File: src/rtl/vga_timing_recovery.sv
// Sink-side VGA timing recovery: rebuilds pixel coordinates from hsync/vsync/video
// and measures frame geometry, declaring lock once the geometry repeats.
module vga_timing_recovery #(
    parameter int LOCK_FRAMES = 2,
    parameter int TIMEOUT     = 4096,
    parameter int CW          = 12
) (
    input  logic          i_clk,
    input  logic          i_rstn,
    input  logic          i_hsync,
    input  logic          i_vsync,
    input  logic          i_video,
    output logic          o_video,
    output logic [9:0]    o_x,
    output logic [9:0]    o_y,
    output logic          o_frame_start,
    output logic [CW-1:0] o_h_total,
    output logic [CW-1:0] o_v_total,
    output logic [CW-1:0] o_h_active,
    output logic [CW-1:0] o_v_active,
    output logic          o_locked,
    output logic          o_err
);

    localparam logic [CW-1:0] CMAX = {CW{1'b1}};
    // A saturating counter cannot exceed CMAX, so a larger TIMEOUT fires at saturation.
    localparam logic [CW-1:0] TO_CNT = (TIMEOUT >= (1 << CW)) ? CMAX : CW'(TIMEOUT);
    localparam int MW = $clog2(LOCK_FRAMES + 1);

    typedef enum logic [1:0] {SEARCH, MEASURE, VERIFY, LOCKED} state_t;

    function automatic logic [CW-1:0] sat_inc(input logic [CW-1:0] v);
        return (v == CMAX) ? v : v + 1'b1;
    endfunction

    logic hs1_q, vs1_q, vd1_q, hs2_q, vs2_q, vd2_q;
    logic [CW-1:0] hcnt_q, h_meas_q, vcnt_line_q, ha_meas_q, lines_q, alines_q;
    logic [CW-1:0] ref_h_q, ref_v_q, ref_ha_q, ref_va_q;
    logic [MW-1:0] match_q, match_d;
    state_t        state_q, state_d;
    logic          video_q, fs_q, err_q, err_d, ref_load;
    logic [9:0]    x_q, y_q;

    logic hfall, vfall, vidfall, timeout, snap_eq;
    logic [CW-1:0] snap_h, snap_lines, snap_ha, snap_al;

    assign hfall   = hs2_q & ~hs1_q;
    assign vfall   = vs2_q & ~vs1_q;
    assign vidfall = vd2_q & ~vd1_q;
    assign timeout = (hcnt_q >= TO_CNT);

    // Events landing on the vfall cycle still belong to the frame being closed.
    assign snap_h     = hfall   ? hcnt_q              : h_meas_q;
    assign snap_lines = hfall   ? sat_inc(lines_q)    : lines_q;
    assign snap_ha    = vidfall ? vcnt_line_q         : ha_meas_q;
    assign snap_al    = vidfall ? sat_inc(alines_q)   : alines_q;
    assign snap_eq    = (snap_h == ref_h_q) && (snap_lines == ref_v_q) &&
                        (snap_ha == ref_ha_q) && (snap_al == ref_va_q);

    always_ff @(posedge i_clk or negedge i_rstn) begin
        if (!i_rstn) begin
            hs1_q       <= 1'b0;
            vs1_q       <= 1'b0;
            vd1_q       <= 1'b0;
            hs2_q       <= 1'b0;
            vs2_q       <= 1'b0;
            vd2_q       <= 1'b0;
            hcnt_q      <= '0;
            h_meas_q    <= '0;
            vcnt_line_q <= '0;
            ha_meas_q   <= '0;
            lines_q     <= '0;
            alines_q    <= '0;
            video_q     <= 1'b0;
            x_q         <= '0;
            y_q         <= '0;
            fs_q        <= 1'b0;
        end else begin
            hs1_q       <= i_hsync;
            vs1_q       <= i_vsync;
            vd1_q       <= i_video;
            hs2_q       <= hs1_q;
            vs2_q       <= vs1_q;
            vd2_q       <= vd1_q;
            hcnt_q      <= hfall ? CW'(1) : sat_inc(hcnt_q);
            h_meas_q    <= snap_h;
            ha_meas_q   <= snap_ha;
            vcnt_line_q <= vidfall ? '0 : (vd1_q ? sat_inc(vcnt_line_q) : vcnt_line_q);
            lines_q     <= vfall ? '0 : snap_lines;
            alines_q    <= vfall ? '0 : snap_al;
            video_q     <= vd1_q;
            x_q         <= (vd1_q && vd2_q) ? x_q + 10'd1 : 10'd0;
            y_q         <= vfall ? 10'd0 : (vidfall ? y_q + 10'd1 : y_q);
            fs_q        <= vfall;
        end
    end

    always_ff @(posedge i_clk or negedge i_rstn) begin
        if (!i_rstn) begin
            state_q  <= SEARCH;
            match_q  <= '0;
            err_q    <= 1'b0;
            ref_h_q  <= '0;
            ref_v_q  <= '0;
            ref_ha_q <= '0;
            ref_va_q <= '0;
        end else begin
            state_q <= state_d;
            match_q <= match_d;
            err_q   <= err_d;
            if (ref_load) begin
                ref_h_q  <= snap_h;
                ref_v_q  <= snap_lines;
                ref_ha_q <= snap_ha;
                ref_va_q <= snap_al;
            end
        end
    end

    // Timeout outranks frame events; the first frame after SEARCH is always partial.
    always_comb begin
        state_d  = state_q;
        match_d  = match_q;
        ref_load = 1'b0;
        err_d    = 1'b0;
        if (timeout) begin
            state_d = SEARCH;
            match_d = '0;
            err_d   = (state_q == LOCKED);
        end else begin
            case (state_q)
                SEARCH: begin
                    if (vfall) state_d = MEASURE;
                end
                MEASURE: begin
                    if (vfall) begin
                        ref_load = 1'b1;
                        match_d  = '0;
                        state_d  = VERIFY;
                    end
                end
                VERIFY: begin
                    if (vfall) begin
                        if (snap_eq) begin
                            match_d = match_q + 1'b1;
                            if (match_d == MW'(LOCK_FRAMES)) state_d = LOCKED;
                        end else begin
                            ref_load = 1'b1;
                            match_d  = '0;
                        end
                    end
                end
                LOCKED: begin
                    if (vfall) begin
                        if (!snap_eq) begin
                            err_d    = 1'b1;
                            ref_load = 1'b1;
                            match_d  = '0;
                            state_d  = VERIFY;
                        end
                    end else if (hfall && (hcnt_q != ref_h_q)) begin
                        err_d   = 1'b1;
                        match_d = '0;
                        state_d = VERIFY;
                    end
                end
                default: state_d = SEARCH;
            endcase
        end
    end

    assign o_video       = video_q;
    assign o_x           = x_q;
    assign o_y           = y_q;
    assign o_frame_start = fs_q;
    assign o_h_total     = ref_h_q;
    assign o_v_total     = ref_v_q;
    assign o_h_active    = ref_ha_q;
    assign o_v_active    = ref_va_q;
    assign o_locked      = (state_q == LOCKED);
    assign o_err         = err_q;

endmodule

File: config.mk
export PLATFORM = sky130hd
export DESIGN_NAME = vga_timing_recovery
export DESIGN_NICKNAME = d
export VERILOG_FILES = /design/src/rtl/vga_timing_recovery.sv
export SDC_FILE = /design/constraint.sdc
export NUM_CORES = 1
export LEC_CHECK = 0
export CAP_MARGIN = 20
export CORE_UTILIZATION = 30
export DETAILED_ROUTE_END_ITERATION = 10
export SLEW_MARGIN = 5
export SYNTH_ARGS = -nofsm -noshare
export SYNTH_HDL_FRONTEND = slang
export SYNTH_SLANG_ARGS = --single-unit
File: constraint.sdc
create_clock -name i_clk -period 6.57 [get_ports i_clk]
set_input_delay 1.971 -clock i_clk [delete_from_list [all_inputs] [get_ports i_clk]]
set_output_delay 1.971 -clock i_clk [all_outputs]
set_load 0.05 [all_outputs]
## Word level (Yosys, flattened, before mapping)

Index checks and enable logic that the tools add are counted.

| storage, ports and cells | value |
|---|---|
| bits in latches | 0 |
| bits in registers | 152 |
| memories | 0 |
| output and inout bits | 72 |
| memory bits (writable) | 0 |
| logic and storage cells | 114 |
| input port bits | 5 |
| memory bits (read-only) | 0 |

| cells by class | value |
|---|---|
| div/mod/pow operators | 0 |
| reduce and logical (&&, ||, !) cells | 13 |
| equality and inequality tests | 22 |
| order comparisons | 1 |
| shifts and indexed selects | 0 |
| bitwise operators | 6 |
| $add $sub $neg | 7 |
| mux-type cells | 43 |
| multipliers | 0 |

Operator list:

| kind | count |
|---|---|
| 2-to-1 mux 12 bit | 13 |
| adder 12 x 1 -> 12 bit (second input constant) | 4 |
| equality test 12 bit | 4 |
| equality test 12 bit (second input constant) | 4 |
| 2-to-1 mux 2 bit | 16 |
| 2-to-1 mux 10 bit | 3 |
| adder 10 x 1 -> 10 bit (second input constant) | 2 |
| inequality test 3 bit (second input constant) | 5 |
| greater-or-equal comparator 12 bit (second input constant) | 1 |
| inequality test 12 bit | 1 |
| 2-to-1 mux 1 bit | 8 |
| one-hot mux 2 bit (4 select lines) | 1 |
| AND reduction 7 bit | 1 |
| equality test 2 bit (second input constant) | 3 |
| one-hot mux 2 bit (3 select lines) | 1 |
| logical AND 1 bit | 5 |
| AND reduction 5 bit | 1 |
| inequality test 2 bit (second input constant) | 2 |
| inequality test 4 x 1 -> 1 bit (second input constant) | 1 |
| inequality test 4 bit (second input constant) | 1 |
| nonzero test 2 bit | 2 |
| nonzero test 4 bit | 1 |
| bitwise AND 1 bit | 3 |
| inverter 1 bit | 3 |
| 6 further kinds | 6 |

## Longest topological paths before layout

Gate-level depths: netlist of the first run.

| depth | value |
|---|---|
| depth in word-level cells | 11 |
| depth in mapped cells | 14 |
| depth with buffers taken out | 10 |

## Worst setup path after synthesis of the first run

Ideal clock, no wire load.

| path | value |
|---|---|
| path kind | register to register |
| start point | register, netlist name o_video |
| end point | register ref_va_q[0] (netlist: o_v_active[0]) |
| buffers on the path | 5 |
| cell stages (with the launch flop) | 15 |
| clock period less this slack | 3.157 ns |
| setup time | 0.128 ns |
| arrival time | 3.030 ns |
| setup slack | 3.413 ns |
| path through | dfrtp_1 -> buf_2 -> nor2b_1 -> buf_2 -> buf_4 -> mux2i_1 -> o2bb2ai_1 -> a2111oi_0 -> nand3b_1 -> nor4_1 -> nand4_1 -> buf_2 -> buf_6 -> mux2i_1 -> nand2_1 |

RTL lines:

| item | RTL line | text |
|---|---|---|
| end signal: assignment | 115 | `ref_va_q <= snap_al;` |
| end: declaration | 38 | `logic [CW-1:0] ref_h_q, ref_v_q, ref_ha_q, ref_va_q;` |

## Worst setup path in the final report of the first run

| path | value |
|---|---|
| start point | register state_q[0] |
| end point | output o_locked |

| on the way | value |
|---|---|
| cells in the longest elaborated chain, start to end | 1 |

Ends and longest elaborated chain:

| item | RTL line | text |
|---|---|---|
| start: declaration | 40 | `state_t state_q, state_d;` |
| start signal: assignment | 108 | `state_q <= state_d;` |
| equality test 2 bit | 180 | `assign o_locked = (state_q == LOCKED);` |
| end: declaration | 21 | `output logic o_locked,` |

No other way between the ends.

==> summary.md, run 1 <==
| Metric | Value |
|---|---|
| Worst path required time | `~4600 ps` |
| Commonest non-fill, non-tap cell in the layout | `dfrtp_1` |
| Placer Congestion | `0.924` |
| Clock power share | `28.4%` |
| Ys Warns | `0` |
| Routed wire per std cell | `19.2 um` |
| Distinct cell type count after synthesis | `66` |
| Buf/Inv on CP | `1` |
| Gr ovfl total | `0` |
| WHS Endpoint | `vs2_q` |
| Cell area after synthesis | `9990 um2` |
| Unrepaired setup endpoints after global routing | `false` |
| Crit path capture type | `primary output` |
| Worst R2R Path Depth | `10` |
| Setup Buffers After CTS | `0` |
| N_diodes | `0` |
| Initial antenna violation count | `0` |
| DRC violations left | `0` |
| IO Pins | `77` |
| Clk buf depth | `2` |
| Vias post-DR | `approximately 9300` |
| DR pass1 iterations | `6` |
| # hold bufs at CTS | `0` |
| Asr flop ratio synth | `100%` |
| Finished layout cell area | `11700 um2` |
| Die H | `around 180 um` |
| Die W | `184 um` |
| Pin count of the biggest net entering global routing | `74` |
| Largest area contributor in the netlist | `dfrtp_1` |
| CTS tree | `yes` |
| Share of the synthesized area in the top cell type | `38.1%` |
| Setup CP Type | `reg -> out` |
| Yosys reg bits | `152` |
| Routed vias/inst | `5.58` |
| Max-slew violations | `0` |
| Synthesis-to-layout area growth | `17.1%` |
| Cell chain of the critical path | `ha_1, clkdlybuf4s50_1` |
| Nets@finish | `1234` |
| # setup viols final | `0` |
| Final non-filler cell total | `1672` |
| Routed wire length | `around 32000 um` |
| Slew HR | `43.7%` |
| Clk sinks | `152` |
| Die Footprint | `about 34000 um2` |
| Worst path top cell family by delay | `buffers and inverters` |
| H-tree Lvls | `4` |
| DP HPWL | `22500 um` |
| Net Sw Power | `around 0.0016 W` |
| Clock Skews | `18.5 ps` |
| Leakage power figure | `5.15 nW` |
| Num rows | `66` |
| Max Freq | `242 MHz` |
| Switching share of power | `44.2%` |
| R2r setup slk | `~2700 ps` |
| Fin util | `35.9%` |
| Outcome | `completed` |
| Max IR drop VDD | `0.151 mV` |
| Critical register-to-register path startpoint | `hs1_q` |
| Min-Delay Path Depth | `0` |
| Power Density | `301 nW/um2` |
| Commonest cells after routing, fill and taps aside | `152 x dfrtp_1, 125 x nor2_1, 119 x nand2_1` |
| Initial drt markers | `723` |
| Synth top area cells | `dfrtp_1 38%, mux2i_1 5.7%, nor2_1 4.7%` |
| Startpoint Class | `flip-flop` |
| Avg Cell Area, Syn | `8.44 um2` |
| Antenna-violating nets left | `0` |
| Worst Tran Pin Value | `about 840 ps` |
| Placed Area | `11100 um2` |
| Fillers | `around 3400` |
| Vias in the first global route | `slightly below 9000` |
| Sequential fraction of design power | `34.0%` |
| Core area | `32600 um2` |
| Post-synthesis sequential area ratio | `38.1%` |
| Post-synth EDFFs | `0` |
| First-pass GRT wire length | `51100 um` |
| Int Pwr | `0.00197 W` |
| Combinational Power Share | `37.6%` |
| Starting Density | `between 30% and 40%` |
| Crit path time final | `4140 ps` |
| Post-route setup TNS | `0 ps` |
| Total nets after synthesis | `1200` |
| Top_reg_cell synth | `dfrtp_1` |
| CP arrival | `2170 ps` |
| Fin crit share | `between 60% and 70%` |
| Port-buffer cells | `76` |
| Clock root cell | `clkbuf_16` |
| Synth Instances | `between 1000 and 1500` |
| Reg clk slew, reported paths | `70 ps` |
| Number of max-cap violations | `0` |
| CP max-delay cell | `clkdlybuf4s50_1` |
| Hold_sp | `vs1_q` |
| Final hold violation count | `0` |
| Ratio of cells with drive above 1 in the final layout | `5.12%` |
| GR Util All Layers | `19.4%` |
| Crit path max fanout | `9` |
| Post-CTS sizing | `0` |
| Clock insertion delay at the later pin of the skew report | `440 ps` |
| Inst Count DP | `1640` |
| Crit-path max cell delay | `890 ps` |
| Worst hold path class | `reg -> reg` |
| CTS Buf Count | `17` |
| RR Endpoint | `state_q[0]` |
## area by class of cell
cell class                 count  area (um2)  area share [%]
inverter                      63         236            2.02
tap                          442         553            4.73
multi-input combinational    893        5650            48.3
timing repair buffer          90         867            7.41
clock buffer                  18         439            3.76
clock inverter                14         150            1.28
sequential                   152        3800            32.5
## cells by family (layout without fill, tap and decap cells)
| group | count (synthesis) | in the layout | share of synthesized area, % |
|---|---|---|---|
| compound gates | 208 | 208 | 15.5 |
| flops | 152 | 152 | 38.1 |
| simple gates | 547 | 547 | 27.2 |
| mux | 62 | 62 | 6.35 |
| xor+xnor | 64 | 64 | 5.61 |
| fa+ha+maj | 12 | 12 | 1.50 |
| buf+inv | 138 | 185 | 5.69 |
## worst reg2reg max path, cell delays in order, from the launching register on
cell	delay, ps
dfrtp_1	430
nand2b_1	690
mux2i_1	520
o2111ai_1	150
a2111oi_0	450
nand4_1	200
nor4_1	340
nand4_1	150
buf_4	370
mux2_1	420
nand2_1	70
## layer usage
layer,track usage [%],share of wire (%),wire length [um]
met1,26.7,46,14700
met2,30.7,46,14900
met3,2.96,5.3,1700
met4,6.73,2.6,839
met5,0,0,0
## stage by stage
stage / setup WS, ps / power, W / hold WS [ps]
2_1_floorplan: 3410 / 0.00207 / 354
3_3_place_gp: 2820 / 0.00250 / 418
3_5_place_dp: 2800 / 0.00252 / 427
4_1_cts: 2420 / 0.00353 / 443
5_1_grt: 2340 / 0.00370 / 448
6_report: 2430 / 0.00352 / 435
## power by group through the flow
stage | Clock [W] | Sequential (W) | Combinational (W)
after CTS | 0.00102 | 0.00119 | 0.00132
final | 0.00100 | 0.00120 | 0.00133
after global placement | 0 | 0.00121 | 0.00129
after floorplan | 0 | 0.00132 | 0.000752
after global routing | 0.00106 | 0.00122 | 0.00143
after detailed placement | 0 | 0.00121 | 0.00131
## synthesized netlist by cell type (5+ instances only)
master / count
dfrtp_1: 152
buf_2: 10
a211oi_1: 8
nand3b_1: 8
nor2_1: 126
o221ai_1: 5
o22ai_1: 9
o211ai_1: 7
nor2b_1: 40
nor4_1: 25
inv_1: 63
a222oi_1: 6
a221oi_1: 45
a31oi_1: 9
nand4_1: 22
and4_1: 5
clkbuf_1: 55
mux2i_1: 57
a21oi_1: 21
or3_1: 7
nor3_1: 79
o311ai_1: 8
nand3_1: 45
a2111oi_0: 5
and3_1: 35
nand2_1: 119
o2111ai_1: 11
xor2_1: 32
o21ai_0: 34
nand2b_1: 15
xnor2_1: 32
ha_1: 12
## worst max-delay path by stage
stage	from	to	slack [ps]	cells after the start
4_1_cts	state_q[0]	o_locked	2420	2
6_report	state_q[0]	o_locked	2430	2
5_1_grt	state_q[0]	o_locked	2340	2
3_3_place_gp	hs1_q	state_q[0]	2820	10
2_1_floorplan	o_video	o_v_active[0]	3410	14
3_5_place_dp	hs1_q	state_q[0]	2800	10
## flip-flops by register name (all words and copies together), names as in the netlist, 2 cells and up
name / count
o_v_active: 12
o_y: 10
lines_q: 12
o_v_total: 12
o_h_total: 12
h_meas_q: 12
hcnt_q: 12
alines_q: 12
o_h_active: 12
match_q: 2
state_q: 2
vcnt_line_q: 12
o_x: 10
ha_meas_q: 12
(Power assumes the default switching activity.)
==> inputs of run 2 (changes only) <==
- clock period: 6.57 -> 3.48 ns (I/O delays scaled with it)
==> summary.md, run 2 (synthesis results as in run 1) <==
| Metric | Value |
|---|---|
| Placed Area | `11600 um2 (was 11100 um2)` |
| Fillers | `3342 (was 3379)` |
| Gr ovfl total | `0 (unchanged)` |
| Startpoint Class | `flip-flop (unchanged)` |
| Worst path required time | `3860 ps (was 4600 ps)` |
| CP arrival | `3680 ps (was 2170 ps)` |
| DR pass1 iterations | `5 (was 6)` |
| Max IR drop VDD | `0.383 mV (was 0.151 mV)` |
| Worst setup startpoint | `lines_q[8] (was state_q[0])` |
| H-tree Lvls | `4 (unchanged)` |
| Post-route setup TNS | `0 ps (unchanged)` |
| Commonest cells after routing, fill and taps aside | `152 x dfrtp_1, 125 x nor2_1, 119 x nand2_1 (unchanged)` |
| Leakage power figure | `5.48 nW (was 5.15 nW)` |
| Starting Density | `30.6% (unchanged)` |
| Outcome | `completed (unchanged)` |
| Net Sw Power | `0.00295 W (was 0.00156 W)` |
| # setup viols final | `0 (unchanged)` |
| Die H | `184 um (unchanged)` |
| Initial drt markers | `982 (was 723)` |
| M1 GR Usage | `28.2% (was 26.7%)` |
| Layer with the highest usage | `met2 (unchanged)` |
| Setup CP Type | `reg -> reg (was reg -> out)` |
| Routed wire per std cell | `19.1 um (was 19.2 um)` |
| WHS Endpoint | `vs2_q (unchanged)` |
| Max Freq | `around 300 MHz` |
| Hold_sp | `vs1_q (unchanged)` |
| Placer Congestion | `0.967 (was 0.924)` |
| Power Density | `547 nW/um2 (was 301 nW/um2)` |
| Combinational Power Share | `39.0% (was 37.6%)` |
| Vias post-DR | `9715 (was 9335)` |
| IO Pins | `77 (unchanged)` |
| Die Footprint | `34000 um2 (unchanged)` |
| Commonest non-fill, non-tap cell in the layout | `dfrtp_1 (unchanged)` |
| Clock root cell | `clkbuf_16 (unchanged)` |
| Crit path capture type | `flip-flop (was primary output)` |
| Clk buf depth | `2 (unchanged)` |
| Met3 global-route usage | `2.63% (was 2.96%)` |
| Number of max-cap violations | `0 (unchanged)` |
| Fin util | `37.7% (was 35.9%)` |
| Clk sinks | `152 (unchanged)` |
| DP HPWL | `23500 um (was 22500 um)` |
| GR Util All Layers | `19.9% (was 19.4%)` |
| First-pass GRT wire length | `52400 um (was 51100 um)` |
| Worst R2R Path Depth | `10 (unchanged)` |
| Antenna-violating nets left | `0 (unchanged)` |
| Final hold violation count | `0 (unchanged)` |
| Crit path time final | `between 3000 and 4000 ps` |
| RR Endpoint | `state_q[0] (unchanged)` |
| Int Pwr | `0.00378 W (was 0.00197 W)` |
| Num rows | `66 (unchanged)` |
| DRC violations left | `0 (unchanged)` |
| R2r setup slk | `180 ps (was 2720 ps)` |
| Die W | `184 um (unchanged)` |
| CTS Buf Count | `17 (unchanged)` |
| Switching share of power | `43.9% (was 44.2%)` |
| Met2 Use GR | `31.4% (was 30.7%)` |
| Synthesis-to-layout area growth | `23.1% (was 17.1%)` |
| Clock insertion delay at the later pin of the skew report | `440 ps (about the same)` |
| Routed wire length | `33200 um (was 32100 um)` |
| Crit path max fanout | `28 (was 9)` |
| Critical register-to-register path startpoint | `lines_q[8] (was hs1_q)` |
| Initial antenna violation count | `0 (unchanged)` |
| Vias in the first global route | `9128 (was 8888)` |
| Port-buffer cells | `76 (unchanged)` |
| Ratio of cells with drive above 1 in the final layout | `10.4% (was 5.12%)` |
| Slew HR | `46.8% (was 43.7%)` |
| Max-slew violations | `0 (unchanged)` |
| Worst Tran Pin Value | `796 ps (was 836 ps)` |
| N_diodes | `0 (unchanged)` |
| Min-Delay Path Depth | `0 (unchanged)` |
| Finished layout cell area | `12300 um2 (was 11700 um2)` |
| Routed vias/inst | `5.60 (was 5.58)` |
| Pin count of the biggest net entering global routing | `93 (was 74)` |
| Reg clk slew, reported paths | `70 ps (about the same)` |
| Core area | `32600 um2 (unchanged)` |
| Sequential fraction of design power | `33.4% (was 34.0%)` |
| Nets@finish | `1297 (was 1234)` |
| Unrepaired setup endpoints after global routing | `false (unchanged)` |
| CTS tree | `yes (unchanged)` |
| Clock power share | `27.6% (was 28.4%)` |
| Worst hold path class | `reg -> reg (unchanged)` |
| Clock Skews | `13.6 ps (was 18.5 ps)` |
| Fin crit share | `94.7%` |
| Overall Power | `0.00673 W (was 0.00352 W)` |
## run 2: changes by cell type in the layout (fill, tap and decap cells not counted), sizes merged
cell,delta
buf,+63
clkinv,-1
clkinvlp,+1
## run 2: stage by stage
| step | cells | setup slack, ps | hold slack [ps] |
|---|---|---|---|
| final | 1735 | 183 | 448 |
| after global routing | 1735 | 6.09 | 469 |
| after CTS | 1731 | 1.38 | 450 |
| after detailed placement | 1699 | 57.2 | 434 |
| after global placement | 1699 | 148 | 422 |
| after floorplan | 1183 | 323 | 354 |
## run 2: final cells by class
type,count,area (um2),area share [%]
multi-input cells,893,5710,46.5
well taps,442,553,4.50
flip-flops and latches,152,3800,30.9
inverters,63,236,1.92
clock inverters,14,129,1.05
clock buffers,18,439,3.57
repair buffers,153,1420,11.6
## run 2: how the worst max path moves through the flow
stage	endpoint	slack, ps	depth (start not counted)
floorplan	o_v_active[0]	320	14
global placement	match_q[0]	150	11
global route	o_v_total[4]	6	10
finish	state_q[0]	180	10
detailed placement	o_v_active[2]	60	11
CTS	o_v_total[4]	1	10
## run 2: power groups by stage
stage | sequential (W) | combinational [W] | clock, W
2_1_floorplan | 0.00249 | 0.00142 | 0
3_3_place_gp | 0.00227 | 0.00254 | 0
3_5_place_dp | 0.00228 | 0.00257 | 0
4_1_cts | 0.00224 | 0.00259 | 0.00189
5_1_grt | 0.00228 | 0.00283 | 0.00197
6_report | 0.00225 | 0.00263 | 0.00186
## run 2: per-layer routing
metal,up-vias,part of all wire (%)
met1,4768,46
met3,52,6.0
met5,-,0
met2,377,46
li1,4518,-
met4,0,1.8
## run 2: critical path, stage by stage, from the launching register on
cell	delay, ps
dfrtp_1	510
and4_1	360
nand3_1	280
o211ai_1	350
o21ai_0	240
xnor2_1	360
and4_1	270
nand4_1	200
buf_12	260
mux2_1	330
nand2_1	70
## run 2: what timing repair did
item / 4_1_cts / 5_1_grt
resized for setup: 1 / 16
hold buffers: 0 / 0
endpoints found under the setup margin: 1 / 53
endpoints found under the hold margin: 0 / 0
buffers inserted: 0 / 4
pin swaps: 0 / 2
